**src/rtl/led_fade_ctrl_pkg.sv**
```systemverilog
// ----------------------------------------------------------------------------
// led_fade_ctrl_pkg : register map, channel constants and ramp helper
// Rev 1.0 - initial release
// ----------------------------------------------------------------------------
`default_nettype none

package led_fade_ctrl_pkg;

  localparam int NCH = 3;
  localparam int W   = 8;

  localparam logic [2:0] A_TGT0 = 3'd0;
  localparam logic [2:0] A_TGT1 = 3'd1;
  localparam logic [2:0] A_TGT2 = 3'd2;
  localparam logic [2:0] A_RATE = 3'd3;
  localparam logic [2:0] A_CTRL = 3'd4;
  localparam logic [2:0] A_CUR0 = 3'd5;
  localparam logic [2:0] A_CUR1 = 3'd6;
  localparam logic [2:0] A_CUR2 = 3'd7;

  typedef enum logic {
    S_IDLE  = 1'b0,
    S_ISSUE = 1'b1
  } sched_state_e;

  // One ramp step toward tgt; the last step lands exactly on tgt.
  function automatic logic [W-1:0] ramp_step(input logic [W-1:0] cur,
                                             input logic [W-1:0] tgt,
                                             input logic [W:0]   step);
    logic [W:0] diff;
    logic [W:0] sum;
    ramp_step = cur;
    diff      = '0;
    sum       = '0;
    if (tgt > cur) begin
      diff = {1'b0, tgt} - {1'b0, cur};
      sum  = {1'b0, cur} + step;
      ramp_step = (diff <= step) ? tgt : sum[W-1:0];
    end else if (tgt < cur) begin
      diff = {1'b0, cur} - {1'b0, tgt};
      sum  = {1'b0, cur} - step;
      ramp_step = (diff <= step) ? tgt : sum[W-1:0];
    end
  endfunction

endpackage

`default_nettype wire

```
**src/rtl/led_rr_arb.sv**
```systemverilog
// ----------------------------------------------------------------------------
// led_rr_arb : 3-request round-robin arbiter, one-hot grant + pointer update
// Rev 1.0 - initial release
// ----------------------------------------------------------------------------
`default_nettype none

module led_rr_arb
  import led_fade_ctrl_pkg::*;
(
  input  logic [NCH-1:0] req_i,
  input  logic [1:0]     ptr_i,
  output logic [NCH-1:0] gnt_o,
  output logic [1:0]     gnt_idx_o,
  output logic [1:0]     ptr_nxt_o
);

  logic       found;
  logic [1:0] cand;

  // ptr_i names the highest-priority channel for this cycle.
  always_comb begin
    gnt_o     = '0;
    gnt_idx_o = ptr_i;
    ptr_nxt_o = ptr_i;
    found     = 1'b0;
    cand      = '0;
    for (int k = 0; k < NCH; k++) begin
      cand = 2'((int'(ptr_i) + k) % NCH);
      if (!found && req_i[cand]) begin
        found       = 1'b1;
        gnt_o[cand] = 1'b1;
        gnt_idx_o   = cand;
        ptr_nxt_o   = 2'((int'(cand) + 1) % NCH);
      end
    end
  end

endmodule

`default_nettype wire

```
**src/rtl/led_fade_ctrl.sv**
```systemverilog
// ----------------------------------------------------------------------------
// led_fade_ctrl : host register file, prescaled brightness ramps, LED write scheduler
// Rev 1.0 - initial release
// ----------------------------------------------------------------------------
`default_nettype none

module led_fade_ctrl
  import led_fade_ctrl_pkg::*;
#(
  parameter int STEP      = 1,
  parameter int PRE_SHIFT = 8
) (
  input  logic         clk,
  input  logic         rst,
  input  logic         rd_en,
  input  logic         wr_en,
  input  logic [2:0]   addr,
  input  logic [W-1:0] wr_data,
  output logic [W-1:0] rd_data,
  output logic         rd_valid,
  output logic         led_wr_en,
  output logic [1:0]   led_addr,
  output logic [W-1:0] led_wr_data,
  output logic         fade_done
);

  localparam int         PW     = W + 1 + PRE_SHIFT;
  localparam logic [W:0] STEP_V = (W+1)'(STEP);

  logic [NCH-1:0][W-1:0] cur_q, cur_d, tgt_q, tgt_d, step_lvl;
  logic [W-1:0]          rate_q, rate_d;
  logic [NCH-1:0]        fade_en_q, fade_en_d;
  logic [PW-1:0]         presc_q, presc_d, period_m1;
  logic [NCH-1:0]        pending_q, pending_d, set_pend, clr_pend;
  logic [1:0]            ptr_q, ptr_d;
  sched_state_e          state_q, state_d;
  logic [W-1:0]          rd_data_q, rd_data_d, rd_mux;
  logic                  rd_valid_q, rd_valid_d;
  logic                  led_wr_en_q, led_wr_en_d;
  logic [1:0]            led_addr_q, led_addr_d;
  logic [W-1:0]          led_wr_data_q, led_wr_data_d;
  logic                  fade_done_q, fade_done_d;
  logic                  tick;
  logic [NCH-1:0]        gnt;
  logic [1:0]            gnt_idx, ptr_nxt;

  assign period_m1 = ((PW'(rate_q) + PW'(1)) << PRE_SHIFT) - PW'(1);
  assign tick      = (presc_q == period_m1);

  for (genvar g = 0; g < NCH; g++) begin : g_ch
    assign step_lvl[g] = ramp_step(cur_q[g], tgt_q[g], STEP_V);
  end

  always_comb begin
    rd_mux = '0;
    case (addr)
      A_TGT0:  rd_mux = tgt_q[0];
      A_TGT1:  rd_mux = tgt_q[1];
      A_TGT2:  rd_mux = tgt_q[2];
      A_RATE:  rd_mux = rate_q;
      A_CTRL:  rd_mux = {{(W-NCH){1'b0}}, fade_en_q};
      A_CUR0:  rd_mux = cur_q[0];
      A_CUR1:  rd_mux = cur_q[1];
      A_CUR2:  rd_mux = cur_q[2];
      default: rd_mux = '0;
    endcase
  end

  // Register file and ramp datapath; tick always sees pre-write tgt/fade_en.
  always_comb begin
    cur_d       = cur_q;
    tgt_d       = tgt_q;
    rate_d      = rate_q;
    fade_en_d   = fade_en_q;
    presc_d     = tick ? '0 : presc_q + PW'(1);
    set_pend    = '0;
    fade_done_d = 1'b0;
    rd_valid_d  = rd_en;
    rd_data_d   = rd_en ? rd_mux : rd_data_q;

    for (int i = 0; i < NCH; i++) begin
      if (tick && fade_en_q[i] && (cur_q[i] != tgt_q[i])) begin
        cur_d[i]    = step_lvl[i];
        set_pend[i] = 1'b1;
        if (step_lvl[i] == tgt_q[i]) fade_done_d = 1'b1;
      end
      if (wr_en && (addr == A_TGT0 + 3'(i))) begin
        tgt_d[i] = wr_data;
        if (!fade_en_q[i]) begin
          cur_d[i]    = wr_data;
          set_pend[i] = 1'b1;
        end
      end
    end

    if (wr_en && (addr == A_RATE)) begin
      rate_d  = wr_data;
      presc_d = '0;
    end
    if (wr_en && (addr == A_CTRL)) fade_en_d = wr_data[NCH-1:0];
  end

  led_rr_arb u_arb (
    .req_i     (pending_q),
    .ptr_i     (ptr_q),
    .gnt_o     (gnt),
    .gnt_idx_o (gnt_idx),
    .ptr_nxt_o (ptr_nxt)
  );

  always_comb begin
    led_wr_en_d   = 1'b0;
    led_addr_d    = led_addr_q;
    led_wr_data_d = led_wr_data_q;
    ptr_d         = ptr_q;
    clr_pend      = '0;
    case (state_q)
      S_ISSUE: begin
        led_wr_en_d = 1'b1;
        led_addr_d  = gnt_idx;
        ptr_d       = ptr_nxt;
        clr_pend    = gnt;
        for (int i = 0; i < NCH; i++) begin
          if (gnt[i]) led_wr_data_d = cur_q[i];
        end
      end
      default: ;
    endcase
    // A fresh request in the granting cycle survives the clear.
    pending_d = (pending_q & ~clr_pend) | set_pend;
    state_d   = (pending_d != '0) ? S_ISSUE : S_IDLE;
  end

  always_ff @(posedge clk) begin
    if (rst) begin
      cur_q         <= '0;
      tgt_q         <= '0;
      rate_q        <= '0;
      fade_en_q     <= '0;
      presc_q       <= '0;
      pending_q     <= '1;
      ptr_q         <= '0;
      state_q       <= S_ISSUE;
      rd_data_q     <= '0;
      rd_valid_q    <= 1'b0;
      led_wr_en_q   <= 1'b0;
      led_addr_q    <= '0;
      led_wr_data_q <= '0;
      fade_done_q   <= 1'b0;
    end else begin
      cur_q         <= cur_d;
      tgt_q         <= tgt_d;
      rate_q        <= rate_d;
      fade_en_q     <= fade_en_d;
      presc_q       <= presc_d;
      pending_q     <= pending_d;
      ptr_q         <= ptr_d;
      state_q       <= state_d;
      rd_data_q     <= rd_data_d;
      rd_valid_q    <= rd_valid_d;
      led_wr_en_q   <= led_wr_en_d;
      led_addr_q    <= led_addr_d;
      led_wr_data_q <= led_wr_data_d;
      fade_done_q   <= fade_done_d;
    end
  end

  assign rd_data     = rd_data_q;
  assign rd_valid    = rd_valid_q;
  assign led_wr_en   = led_wr_en_q;
  assign led_addr    = led_addr_q;
  assign led_wr_data = led_wr_data_q;
  assign fade_done   = fade_done_q;

endmodule

`default_nettype wire

```
**config.mk**
```make
export PLATFORM = sky130hd
export DESIGN_NAME = led_fade_ctrl
export DESIGN_NICKNAME = d
export VERILOG_FILES = /design/src/rtl/led_fade_ctrl_pkg.sv /design/src/rtl/led_rr_arb.sv /design/src/rtl/led_fade_ctrl.sv
export SDC_FILE = /design/constraint.sdc
export NUM_CORES = 1
export LEC_CHECK = 0
export ABC_CLOCK_PERIOD_IN_PS = 3600
export CORE_MARGIN = 4
export CORE_UTILIZATION = 57
export CTS_BUF_LIST = sky130_fd_sc_hd__clkbuf_16
export CTS_CLUSTER_SIZE = 16
export DETAILED_ROUTE_END_ITERATION = 10
export PLACE_DENSITY = 0.78
export SYNTH_ARGS = -nofsm -noshare
export SYNTH_HDL_FRONTEND = slang
export SYNTH_SLANG_ARGS = --single-unit
export TNS_END_PERCENT = 30
```
**constraint.sdc**
```tcl
create_clock -name clk -period 3.6 [get_ports clk]
set_clock_uncertainty 0.2 [all_clocks]
set_input_delay 0.36 -clock clk [delete_from_list [all_inputs] [get_ports clk]]
set_output_delay 0.36 -clock clk [all_outputs]
set_load 0.03 [all_outputs]
```
# [Yosys cells after proc, flatten, opt, wreduce, memory -nomap -nowiden]
# Cells that the tools add are included.
[word_totals] mem_bits_ro=0 out_inout_bits=21 latch_bits=0 wordCells=172 memories=0 input_bits=15 ram_bits=0 reg_bits=103
[classes] n_shift=0 multipliers=0 n_addsub=20 magnitude_cmp=18 bitwise_logic=5 n_reduce_logical=25 div_mod_pow=6 n_eq_ne=14 n_mux=66
[op_table] operator="two-way mux 8 bit" n=24
[op_table] operator="remainder unit 32 x 3 -> 32 bit, second input constant" n=5
[op_table] operator="case mux 8 bit (8 select lines)" n=1
[op_table] operator="less-or-equal comparator 9 x 1 -> 1 bit, second input constant" n=6
[op_table] operator="subtractor 8 x 8 -> 9 bit" n=6
[op_table] operator="remainder unit 3 x 3 -> 32 bit, second input constant" n=1
[op_table] operator="two-way mux 1 bit" n=25
[op_table] operator="adder 8 x 1 -> 8 bit, second input constant" n=3
[op_table] operator="== test 8 bit" n=3
[op_table] operator="> comparator 8 bit" n=3
[op_table] operator="less-than comparator 8 bit" n=3
[op_table] operator="inequality test 8 bit" n=3
[op_table] operator="subtractor 8 x 1 -> 8 bit, second input constant" n=3
[op_table] operator="adder 17 x 1 -> 17 bit, second input constant" n=1
[op_table] operator="== test 17 bit" n=1
[op_table] operator="subtractor 17 x 1 -> 17 bit, second input constant" n=1
[op_table] operator="logical AND 1 bit" n=16
[op_table] operator="adder 2 x 1 -> 3 bit, second input constant" n=4
[op_table] operator="== test 3 bit, second input constant" n=4
[op_table] operator="two-way mux 2 bit" n=6
[op_table] operator="two-way mux 3 bit" n=4
[op_table] operator="adder 8 x 1 -> 9 bit, second input constant" n=1
[op_table] operator="less-than comparator 2 x 3 -> 1 bit, second input constant" n=3
[op_table] operator="OR 3 bit" n=3
[op_table] operator="other kinds (13)" n=24

# [Logic depth before layout (Yosys ltp)]
[logic_depth] ltp_word=16 depth_mapped=17 depth_no_buf=14

# [By module]
# A second synthesis with hierarchy kept.
[unflattened] cells_unflattened=1479 area_unflattened_um2=10707.8
[modules_own_cells] module="led_fade_ctrl" instances=1 cells_each=1426 area_per_inst_um2=10293.6 seq_area_each_um2=2062.0
[modules_own_cells] module="led_rr_arb" instances=1 cells_each=53 area_per_inst_um2=414.1 seq_area_each_um2=0.0

# [Worst setup path before layout]
# OpenSTA, ideal clock, no wires.
[synth_path] path_kind="reg2reg" startpoint="reg cur_q[5] in the netlist's numbering" endpoint="reg fade_done_q, in the netlist fade_done" path_slack_ps=-379 required_ps=3307 path_buffers=1 arrival_time_ps=3686 period_less_slack_ps=3979 setup_ps=93 stages_incl_launch_ff=14 cell_sequence="dfxtp_1 > clkbuf_1 > inv_1 > ha_1 > or2b_1 > o221ai_1 > a2111o_1 > a311oi_4 > nand3_4 > mux2i_1 > o221a_2 > a2111o_1 > or4b_1 > o311ai_2"
[synth_between] elab_chain_len=12 elab_cells_between_ends=21 cone_classes="add/sub (4); order compare (4); eq/ne (2); mux (10); reduce/logical (1)"
[synth_rtl] element="start, declared" line_no="led_fade_ctrl.sv:30" source="logic [NCH-1:0][W-1:0] cur_q, cur_d, tgt_q, tgt_d, step_lvl;"
[synth_rtl] element="start signal, assigned" line_no="led_fade_ctrl.sv:151" source="cur_q <= cur_d;"
[synth_rtl] element="subtractor 8 x 8 -> 9 bit" line_no="led_fade_ctrl_pkg.sv:40" source="diff = {1'b0, cur} - {1'b0, tgt};"
[synth_rtl] element="less-or-equal comparator 9 x 1 -> 1 bit" line_no="led_fade_ctrl_pkg.sv:42" source="ramp_step = (diff <= step) ? tgt : sum[W-1:0];"
[synth_rtl] element="two-way mux 8 bit" line_no="led_fade_ctrl_pkg.sv:42"
[synth_rtl] element="two-way mux 8 bit" line_no="led_fade_ctrl_pkg.sv:39" source="end else if (tgt < cur) begin"
[synth_rtl] element="two-way mux 8 bit" line_no="led_fade_ctrl_pkg.sv:35" source="if (tgt > cur) begin"
[synth_rtl] element="== test 8 bit" line_no="led_fade_ctrl.sv:85" source="if (step_lvl[i] == tgt_q[i]) fade_done_d = 1'b1;"
[synth_rtl] element="two-way mux 1 bit" line_no="led_fade_ctrl.sv:85"
[synth_rtl] element="two-way mux 1 bit (*)" line_no="led_fade_ctrl.sv:82" source="if (tick && fade_en_q[i] && (cur_q[i] != tgt_q[i])) begin"
[synth_rtl] element="two-way mux 1 bit" line_no="led_fade_ctrl.sv:85"
[synth_rtl] element="two-way mux 1 bit (*)" line_no="led_fade_ctrl.sv:82"
[synth_rtl] element="two-way mux 1 bit" line_no="led_fade_ctrl.sv:85"
[synth_rtl] element="two-way mux 1 bit (*)" line_no="led_fade_ctrl.sv:82"
[synth_rtl] element="end signal, assigned" line_no="led_fade_ctrl.sv:164" source="fade_done_q <= fade_done_d;"
[synth_rtl] element="end, declared" line_no="led_fade_ctrl.sv:42" source="logic fade_done_q, fade_done_d;"
# Mark *: on every way between the ends. The rest lies on a longest branch, timed or not.
# A chain may end at the register's enable or synchronous reset.

# [Worst setup path after layout]
[layout_path] startpoint="reg tgt_q[0] in the netlist's numbering" endpoint="reg fade_done_q, in the netlist fade_done"
[layout_between] elab_chain_len=12 elab_cells_between_ends=19 cone_classes="add/sub (2); order compare (4); eq/ne (2); mux (10); reduce/logical (1)"
[layout_rtl] element="start, declared" line_no="led_fade_ctrl.sv:30"
[layout_rtl] element="start signal, assigned" line_no="led_fade_ctrl.sv:152" source="tgt_q <= tgt_d;"
[layout_rtl] element="subtractor 8 x 8 -> 9 bit" line_no="led_fade_ctrl_pkg.sv:40"
[layout_rtl] element="less-or-equal comparator 9 x 1 -> 1 bit" line_no="led_fade_ctrl_pkg.sv:42"
[layout_rtl] element="two-way mux 8 bit" line_no="led_fade_ctrl_pkg.sv:42"
[layout_rtl] element="two-way mux 8 bit" line_no="led_fade_ctrl_pkg.sv:39"
[layout_rtl] element="two-way mux 8 bit" line_no="led_fade_ctrl_pkg.sv:35"
[layout_rtl] element="== test 8 bit" line_no="led_fade_ctrl.sv:85"
[layout_rtl] element="two-way mux 1 bit" line_no="led_fade_ctrl.sv:85"
[layout_rtl] element="two-way mux 1 bit (*)" line_no="led_fade_ctrl.sv:82"
[layout_rtl] element="two-way mux 1 bit" line_no="led_fade_ctrl.sv:85"
[layout_rtl] element="two-way mux 1 bit (*)" line_no="led_fade_ctrl.sv:82"
[layout_rtl] element="two-way mux 1 bit" line_no="led_fade_ctrl.sv:85"
[layout_rtl] element="two-way mux 1 bit (*)" line_no="led_fade_ctrl.sv:82"
# Marked as above.

==> key figures <==
Status
  • Status: finished with violations
  • Failing checks: negative setup slack

Critical path
  • Crit path max fanout: 6
  • Arr. time, crit path: a little under 4000 ps
  • Register-to-register setup slack: -270 ps
  • Reg2Reg Depth: 14
  • Reg-to-Reg End: fade_done
  • WP data required: about 3700 ps
  • Startpoint of the worst register-to-register path: tgt_q[0]
  • CP Class: flip-flop to flip-flop
  • Worst Setup End Kind: flip-flop
  • CP Launch Type: flip-flop

Synth
  • Post-synth EDFFs: 0
  • Post-Syn Area: 10960 um^2
  • Library cells used by synthesis: ~110
  • Top_reg_cell synth: dfxtp_1
  • Yosys warns: 0
  • Async SR Flop Fraction: 0
  • Syn avg cell area: around 7.3 um^2
  • Post-Syn Nets: around 1600
  • Synth Register Bits: between 100 and 150
  • Mapped Cells: roughly 1500
  • Sequential-to-total area share from yosys stat: 0.1882

Floorplan
  • Die area: about 22000 um^2
  • Rows: 50
  • Core Footprint: 18830 um^2
  • Die height: between 100 and 150 um
  • I/O Pins: 36
  • Die W: around 150 um
  • Starting Density: 0.5819

Timing
  • Relative slew slack: 0.5146
  • Count of final setup violators: 2
  • Worst-Margin Slew: 725.8 ps
  • Final hold violations: 0
  • Unrepaired setup endpoints after global routing: yes
  • Tmin final: between 3000 and 4000 ps
  • Fmax: around 260 MHz
  • Max-slew violation count: 0
  • Final worst-path cycle share: 1.075
  • Final TNS setup: -284.9 ps
  • Final WS setup: -270.8 ps

Hold path
  • Hold_sp: rst
  • Hold path endpoint: ptr_q[1]
  • Hold path depth: 2
  • Hold Crit Class: input port to flip-flop

Routing
  • DRT iter0 DRCs: around 1400
  • Routed Antenna Nets: 0
  • Final WL: 39.43 mm
  • Wire per inst: 20.18 um
  • # DRC: 0
  • DR vias: 12480
  • Avg Vias per Cell: 6.388
  • TritonRoute pass-1 iters: 6

GRT
  • Vias in the first global route: about 12000
  • First-pass GRT wire length: approximately 62 mm
  • GRT overflow: 0
  • Overall Global Routing Usage: 0.3512
  • Initial antenna violation count: 0
  • Largest net degree at the start of global routing: 45

Clocking
  • Hold_buf cts: 0
  • Clock sink total: between 100 and 150
  • CTS tree: done
  • Max Root-Sink Buffers: 2
  • Clock Root Buffer: clkbuf_16
  • Clk Latency, worst-skew pair: ~360 ps
  • CTS clk-pin slew, worst paths: 80 ps
  • TritonCTS Buffers: 9
  • H-tree depth: 3

Cells and area
  • Area Growth Syn to Fin: 24.77%
  • Commonest cells after routing, fill and taps aside: 235 x buf_4, 168 x nand2_1, 145 x nor2_1, 118 x a21oi_1, 94 x dfxtp_1
  • Post-route insts no fill: 1954
  • Fillers: 1614
  • Nets: between 1500 and 2000
  • Final core occ: 0.7260
  • Number of diodes: 0
  • Most common library cell in the layout ignoring fill and taps: buf_4
  • Ratio of cells with drive above 1 in the final layout: 0.2273

Power
  • Maximum VDD drop: between 200 and 300 uV
  • Leak: 5.599 nW
  • PD cells: between 300 and 400 nW/um^2

Job
  • Maxcap violations: 0

Place
  • Routability congestion estimate: roughly 1.0
  • Inst Count DP: 1923
  • PortBufs: 35
  • DP Wirelength: between 20 and 30 mm
synthesized netlist by cell type, types with 8 or more instances:
master,n,area [um^2]
inv_1,76,285.3
o22ai_1,12,75.07
a21oi_1,126,630.6
o211ai_1,27,202.7
a31oi_1,17,106.4
nand3_1,58,290.3
nor3b_1,8,60.06
o21a_1,11,82.58
dfxtp_1,103,2062
xor2_1,23,201.4
and3_1,15,93.84
clkbuf_1,81,304.0
nand4_1,18,112.6
xnor2_1,45,394.1
o21ai_0,65,325.3
nor4_1,8,50.05
nand2b_1,28,175.2
mux2i_1,65,650.6
nor2b_1,9,56.30
nor2_1,145,544.3
ha_1,61,763.2
a211oi_1,26,195.2
or3_1,14,87.58
a21o_1,13,97.59
o221ai_1,18,157.7
nand2_1,168,630.6
o31ai_1,8,60.06
a211o_1,12,105.1
buf_2,12,60.06
nor3_1,39,195.2
report_power, final:
group	total [mW]	internal (mW)	switching, mW
clock network	1.02	0.497	0.518
registers	1.29	1.21	0.0799
logic	2.83	1.26	1.56
critical path: stages (launching register included):
cell      delay [ps]
dfxtp_4          360
inv_4             60
ha_4             120
inv_2             40
fa_2             360
buf_4            140
xor2_1           150
a2111o_1         390
a311oi_4         370
nand3_4          190
mux2i_1          160
o221a_2          250
a2111o_1         390
or4b_4           510
o311ai_2          90
flip-flops by register name, summed over array words and instances, names as in the netlist:
name	count
rd_data	8
fade_done	1
led_addr	2
led_wr_en	1
presc_q	17
rd_valid	1
pending_q	3
led_wr_data	8
fade_en_q	3
cur_q	24
rate_q	8
ptr_q	2
state_q	1
tgt_q	24
stage by stage:
stage	power (mW)	worst slack, ps	instance area (um^2)	hold slack (ps)
2_1_floorplan	3.051	-6.637	11040	217.6
3_3_place_gp	3.864	-263.2	12880	231.6
3_5_place_dp	3.903	-321.3	12880	238.9
4_1_cts	4.945	-253.2	13260	180.7
5_1_grt	5.416	-353.8	13670	196.7
6_report	5.127	-270.8	13670	185.3
routing by layer:
metal | up-vias | track usage | routed length, um
met4 | 0 | 0.1143 | 1574
li1 | 5829 | - | -
met1 | 5899 | 0.4897 | 16840
met2 | 629 | 0.5554 | 17320
met5 | - | 0 | 0
met3 | 125 | 0.05525 | 3699
layout make-up:
type / count / area, um^2 / area share
multi-input combinational: 1215 / 8406 / 0.6148
timing repair buffer: 281 / 2242 / 0.1640
sequential: 103 / 2081 / 0.1522
tap: 260 / 325.3 / 0.02379
inverter: 79 / 312.8 / 0.02288
clock buffer: 9 / 225.2 / 0.01647
clock inverter: 7 / 80.08 / 0.005857
logic make-up (layout without fill, tap and decap cells):
group	count (synthesis)	after routing	share of synthesized area
multiplexers	72	72	0.06657
AND/OR/NAND/NOR	563	564	0.2487
XOR/XNOR	70	70	0.05789
adder cells (fa/ha/maj)	67	67	0.08061
AO/OA/AOI/OAI	442	442	0.2818
flip-flops	103	103	0.1882
buffers and inverters	191	376	0.07627
how the worst max path moves through the flow:
stage          slack, ps   endpoint  startpoint  depth (start not counted)
6_report            -270  fade_done    tgt_q[0]                         14
5_1_grt             -350  fade_done    tgt_q[0]                         14
4_1_cts             -250  fade_done    cur_q[0]                         15
3_5_place_dp        -320  fade_done    tgt_q[0]                         15
3_3_place_gp        -260  fade_done    cur_q[0]                         16
2_1_floorplan         -7  fade_done   cur_q[16]                         16
timing repair:
| item | in CTS | in global routing |
|---|---|---|
| gates cloned | 2 | 0 |
| hold endpoints to repair | 0 | 0 |
| setup buffers | 1 | 14 |
| resized for setup | 12 | 78 |
| endpoints found under the setup margin | 14 | 28 |
| pin swaps | 6 | 30 |
Power figures use the tool's default switching activity.
